===== config.mk =====
export PLATFORM = sky130hd
export DESIGN_NAME = skeeball_ball_ctrl
export DESIGN_NICKNAME = d
export VERILOG_FILES = /design/src/rtl/skeeball_ball_ctrl.sv
export SDC_FILE = /design/constraint.sdc
export NUM_CORES = 1
export LEC_CHECK = 0
export BUFFER_PORTS_ARGS = -buffer_cell sky130_fd_sc_hd__clkbuf_2
export CORE_UTILIZATION = 49
export DETAILED_ROUTE_END_ITERATION = 12
export GPL_TIMING_DRIVEN = 0
export PLACE_DENSITY_LB_ADDON = 0.12
export SLEW_MARGIN = 20
export SYNTH_ARGS = -nofsm -noshare
export SYNTH_HDL_FRONTEND = slang
export SYNTH_SLANG_ARGS = --single-unit

===== constraint.sdc =====
create_clock -name clk -period 2.8 [get_ports clk]
set_clock_uncertainty 0.2 [all_clocks]
set_input_delay 0.28 -clock clk [delete_from_list [all_inputs] [get_ports clk]]
set_output_delay 0.28 -clock clk [all_outputs]
set_load 0.03 [all_outputs]

===== src/rtl/skeeball_ball_ctrl.sv =====
// skeeball_ball_ctrl
//   Ball-supply controller for one skeeball lane. A start pulse loads a full
//   rack. Each launch hands out one ball. The ball in play is tracked until it
//   scores or times out as a gutter ball. The game ends once the last ball
//   has resolved. All state updates on the falling edge of clk.
//
//   Optional feature: define BONUS_BALL_EN to accept one extra ball per game
//   from the bonus pulse. In the default build bonus is ignored.
//
// Ports
//   clk           system clock (falling-edge active)
//   reset_n       asynchronous active-low reset
//   start         load a new game (any state, highest priority)
//   launch        lane-entry sensor pulse: one ball released
//   score         scoring-logic pulse: ball in play hit a target
//   bonus         award one extra ball (BONUS_BALL_EN builds only)
//   balls         thermometer count of balls remaining, LSB-justified
//   balls_left    binary count of balls remaining
//   ball_in_play  a launched ball is unresolved
//   gate_open     ball gate open, a launch is allowed
//   miss          one-cycle pulse: the ball in play timed out
//   game_over     one-cycle pulse: the last ball resolved
module skeeball_ball_ctrl #(
    parameter int NUM_BALLS    = 9,
    parameter int LANE_TIMEOUT = 255
) (
    input  logic                           clk,
    input  logic                           reset_n,
    input  logic                           start,
    input  logic                           launch,
    input  logic                           score,
    input  logic                           bonus,
    output logic [NUM_BALLS-1:0]           balls,
    output logic [$clog2(NUM_BALLS+1)-1:0] balls_left,
    output logic                           ball_in_play,
    output logic                           gate_open,
    output logic                           miss,
    output logic                           game_over
);

    localparam int CW = $clog2(NUM_BALLS + 1);
    localparam int TW = $clog2(LANE_TIMEOUT + 1);
    localparam logic [CW-1:0] FULL_COUNT = CW'(NUM_BALLS);
    localparam logic [TW-1:0] TIMER_LOAD = TW'(LANE_TIMEOUT);

    typedef enum logic [1:0] {IDLE, READY, IN_PLAY, DONE} state_t;

    state_t                state, state_n;
    logic [TW-1:0]         timer, timer_n;
    logic [NUM_BALLS-1:0]  balls_n;
    logic [CW-1:0]         balls_left_n;
    logic                  ball_in_play_n;
    logic                  gate_open_n;
    logic                  miss_n;
    logic                  game_over_n;
    logic                  timeout;

`ifdef BONUS_BALL_EN
    logic bonus_used, bonus_used_n;
    logic bonus_take;

    assign bonus_take = bonus && !bonus_used && (balls_left < FULL_COUNT) &&
                        ((state == READY) || (state == IN_PLAY));
`else
    logic unused_bonus;
    assign unused_bonus = bonus;
`endif

    assign timeout = (timer == TW'(1));

    always_comb begin
        state_n        = state;
        timer_n        = '0;
        balls_n        = balls;
        balls_left_n   = balls_left;
        ball_in_play_n = ball_in_play;
        miss_n         = 1'b0;
        game_over_n    = 1'b0;
`ifdef BONUS_BALL_EN
        bonus_used_n   = bonus_used;
`endif

        if (start) begin
            state_n        = READY;
            balls_n        = '1;
            balls_left_n   = FULL_COUNT;
            ball_in_play_n = 1'b0;
`ifdef BONUS_BALL_EN
            bonus_used_n   = 1'b0;
`endif
        end else begin
            case (state)
                READY: begin
                    if (launch) begin
                        balls_n        = balls >> 1;
                        balls_left_n   = balls_left - CW'(1);
                        ball_in_play_n = 1'b1;
                        timer_n        = TIMER_LOAD;
                        state_n        = IN_PLAY;
                    end
`ifdef BONUS_BALL_EN
                    // Applied after the launch so launch+bonus nets to no change.
                    if (bonus_take) begin
                        balls_n      = (balls_n << 1) | NUM_BALLS'(1);
                        balls_left_n = balls_left_n + CW'(1);
                        bonus_used_n = 1'b1;
                    end
`endif
                end
                IN_PLAY: begin
                    if (timer != '0) begin
                        timer_n = timer - TW'(1);
                    end
`ifdef BONUS_BALL_EN
                    // Applied before the resolution test so a bonus on the
                    // last ball's resolution keeps the game alive.
                    if (bonus_take) begin
                        balls_n      = (balls << 1) | NUM_BALLS'(1);
                        balls_left_n = balls_left + CW'(1);
                        bonus_used_n = 1'b1;
                    end
`endif
                    if (score || timeout) begin
                        ball_in_play_n = 1'b0;
                        timer_n        = '0;
                        miss_n         = !score;
                        if (balls_left_n == '0) begin
                            game_over_n = 1'b1;
                            state_n     = DONE;
                        end else begin
                            state_n = READY;
                        end
                    end
                end
                DONE: begin
                    balls_n      = '0;
                    balls_left_n = '0;
                end
                default: begin
                end
            endcase
        end

        gate_open_n = (state_n == READY);
    end

    always_ff @(negedge clk or negedge reset_n) begin
        if (!reset_n) begin
            state        <= IDLE;
            timer        <= '0;
            balls        <= '0;
            balls_left   <= '0;
            ball_in_play <= 1'b0;
            gate_open    <= 1'b0;
            miss         <= 1'b0;
            game_over    <= 1'b0;
        end else begin
            state        <= state_n;
            timer        <= timer_n;
            balls        <= balls_n;
            balls_left   <= balls_left_n;
            ball_in_play <= ball_in_play_n;
            gate_open    <= gate_open_n;
            miss         <= miss_n;
            game_over    <= game_over_n;
        end
    end

`ifdef BONUS_BALL_EN
    always_ff @(negedge clk or negedge reset_n) begin
        if (!reset_n) begin
            bonus_used <= 1'b0;
        end else begin
            bonus_used <= bonus_used_n;
        end
    end
`endif

endmodule


[Word-level counts from Yosys, hierarchy flattened]
Cells that the tools add are included.
Cells by class
  add/sub/neg operators: 2
  eq/ne operators: 7
  mux-type cells: 27
  reductions and logical operators: 8
Operator list (number)
  8-bit two-way mux: 4
  9-bit two-way mux: 2
  9-bit case mux with 2 select lines: 1
  8-bit case mux with 2 select lines: 1
  1-bit two-way mux: 10
  8-bit by 1-bit equality test with 1-bit output (second input constant): 1
  2-bit two-way mux: 4
  4-bit two-way mux: 2
  4-bit case mux with 2 select lines: 1
  8-bit nonzero test: 1
  8-bit by 1-bit subtractor with 8-bit output (second input constant): 1
  3-bit != test (second input constant): 2
  3-bit nonzero test: 2
  2-bit by 1-bit equality test with 1-bit output (second input constant): 2
  2-bit equality test (second input constant): 2
  4-bit logical NOT: 1
  2-bit case mux with 2 select lines: 1
  4-bit by 1-bit subtractor with 4-bit output (second input constant): 1
  3-bit AND reduction: 1
  1-bit case mux with 2 select lines: 1
  2-bit AND reduction: 1
  1-bit logical NOT: 1
  1-bit logical OR: 1
Word-level totals
  register bits: 27
  bits of input ports: 6
  output and inout port bits: 17
  logic and storage cells: 52

[Logic depth before layout (Yosys ltp)]
  depth after elaboration: 6
  depth in mapped cells: 8
  depth with buffers taken out: 6

==> flow_summary.json <==
{
  "min_from": "balls[0]$_DFFE_NN0P_",
  "comb_power_share_pct": 60.3,
  "crit_arrival_ns": 2.34,
  "area_delta_synth_final_pct": 31.21,
  "slew_violations": 0,
  "avgViaCountPerCell": 5.779,
  "cp_num_buf_inv": 1,
  "p_int_mw": 1.205,
  "synth_seq_cells": 27,
  "fin_total_pwr_mw": 2.187,
  "cts_tree": "yes",
  "crit_family": "flip-flops",
  "finalSetupViolCount": 7,
  "worstSkewPairLatency_ns": 0.31,
  "max-cap-violations": 0,
  "rr_endpoint": "timer[7]$_DFF_NN0_",
  "rows": 18,
  "synth_commonest_cells": "dfrtn_1 (27), nand2_1 (22), a21oi_1 (17)",
  "hold-path-endpoint": "balls[0]$_DFFE_NN0P_",
  "die_w_um": 55.29,
  "ys.flop_type": "dfrtn_1",
  "ios": 23,
  "initial_core_util_pct": 53.72,
  "fin_nets": 196,
  "syn_nets": 159,
  "drt-wirelength-per-cell_um": 15.54,
  "status": "finished, violations left",
  "synthCells": 147,
  "hold_depth": 2,
  "hold_viol_final": 0,
  "power_leakage_nw": 0.8396,
  "share_seq_of_total_power_pct": 32.0,
  "place_hpwl_um": 2087,
  "synth_area_leaders": "dfrtn_1 (49%), a21oi_1 (6.1%), nand2_1 (5.9%)",
  "crit_required_ns": 2.32,
  "cts_buffers": 3,
  "end_kind": "primary output",
  "p_per_area_nw_per_um2": 1198,
  "htree_levels": 1,
  "cp_max_fo": 3,
  "postSynthAreaPerCell_um2": 9.465,
  "drt_iter0_markers": 37,
  "tns_ns": -0.07597,
  "reg2reg_slack_ns": 0.65,
  "timing.rr.start": "timer[0]$_DFF_NN0_",
  "fin_ws_ns": -0.02335,
  "cpMaxStageDelayCell": "dfrtn_1",
  "slowest_delay_ns": 0.49,
  "dieArea_um2": 3056,
  "grt-ovfl-total": 0,
  "finalWeightedCongestion": 0.7419,
  "cts_max_path_buffers": 2,
  "ys_seq_area_share_pct": 48.56,
  "drc_errors": 0,
  "ys_warn_count": 0,
  "yosys.area.top_type_share_pct": 48.56,
  "peakVddDrop_v": 0.0008994,
  "tightest_slew_ns": 0.6827,
  "io_buffers": 20,
  "relSlewSlack_pct": 54.49,
  "netSwitchingFraction_pct": 44.91,
  "first_global_vias": 1245,
  "grt_setup_unrepaired": "true",
  "worst_setup_path_start_kind": "register",
  "grt_max_degree": 28,
  "hp-class": "register to register",
  "num_vias": 1231,
  "dr.pass1.iters": 4,
  "grt_pass1_wl_um": 5595,
  "antenna_found_initial": 0,
  "cts_root_buffer": "clkbuf_4",
  "die_h_um": 55.29,
  "synthArstFlopShare_pct": 100.0,
  "syn-cell-area_um2": 1391,
  "p_sw_mw": 0.9821,
  "violations": "setup timing",
  "track_usage_pct": 22.52,
  "clk_pin_slew_ns": 0.10,
  "critPathKind": "register to primary output",
  "yosysMostFrequentCell": "dfrtn_1",
  "yosysTopAreaCell": "dfrtn_1",
  "cts.sinks": 27,
  "rr_worst_depth": 6,
  "routed_wl_um": 3311,
  "p_clk_share_pct": 7.7,
  "crit_chain": "buf_8",
  "drive_above_1_share_pct": 26.23,
  "diodes": 0,
  "ys_types": 35,
  "synth_edf_count": 0,
  "ant_nets": 0,
  "core_um2": 2590
}
## flip-flops by register name, summed over array words and instances, names as in the netlist
signal and cells:
balls_left 4, ball_in_play 1, balls 9, timer 8, miss 1, state 2
gate_open 1, game_over 1
## what timing repair did
| action | in CTS | in global routing |
|---|---|---|
| setup endpoints to repair | 23 | 17 |
| hold buffers | 0 | 0 |
| endpoints found under the hold margin | 0 | 0 |
| setup buffers | 10 | 2 |
| resized for setup | 31 | 20 |
## layer usage
layer	share of wire [%]	track usage, %	vias to the layer above	routed length (um)
li1	-	-	591	-
met1	43	29.20	606	1424
met2	52	39.41	30	1721
met3	4.0	2.342	4	134
met4	0.91	7.143	0	30
met5	0	0	-	0
## logic make-up after synthesis
family          count (synthesis)  share of synthesized area, %
fa+ha+maj                       6                         5.396
simple gates                   46                         17.45
xor+xnor                        5                         3.147
buf+inv                        17                         4.676
compound gates                 46                         20.77
flops                          27                         48.56
## power groups by stage
stage	Combinational, mW	Sequential (mW)	Clock, mW
after floorplan	0.568	0.859	0
after global placement	0.963	0.683	0
after detailed placement	0.987	0.689	0
after CTS	1.25	0.670	0.176
after global routing	1.43	0.717	0.191
final	1.32	0.699	0.168
## per-stage QoR
stage	worst slack (ns)	util, %	instances	hold WS [ns]	instance area (um^2)
after floorplan	-0.03080	-	147	0.2924	1414
after global placement	-0.3111	59.90	197	0.2277	1551
after detailed placement	-0.3894	59.90	197	0.2400	1551
after CTS	-0.04315	68.99	211	0.2595	1787
after global routing	-0.06687	70.48	213	0.3344	1826
final	-0.02335	70.48	213	0.3089	1826
## final cells by class
type,count,area (um^2)
plain buffers,6,36.28
repair buffers,32,345.3
clock inverters,1,5.005
multi-input cells,103,661.9
well taps,30,37.54
clock buffers,3,22.52
fillers,211,764.5
flip-flops and latches,27,675.6
inverters,11,41.29
## worst max-delay path by stage
stage	startpoint	endpoint	depth (start not counted)	slack (ns)
after CTS	balls[4]$_DFFE_NN0P_	balls[4]	1	-0.04
final	balls[8]$_DFFE_NN0P_	balls[8]	1	-0.02
after global routing	balls[8]$_DFFE_NN0P_	balls[8]	1	-0.07
after global placement	launch	balls[3]$_DFFE_NN0P_	5	-0.31
after floorplan	start	gate_open$_DFF_NN0_	4	-0.03
after detailed placement	launch	balls[4]$_DFFE_NN0P_	5	-0.39
## placed cells by master (no fill, tap or decap), types with 4 or more instances in the layout
master | Yosys | layout
dfrtn_1 | 27 | 27
nand2_1 | 22 | 21
a21oi_1 | 17 | 17
buf_8 | 0 | 15
buf_4 | 0 | 13
inv_1 | 11 | 10
o21ai_0 | 11 | 10
ha_1 | 6 | 6
nor2_1 | 5 | 5
clkbuf_2 | 0 | 5
xor2_1 | 4 | 4
clkbuf_4 | 0 | 4
Power figures use the tool's default switching activity.
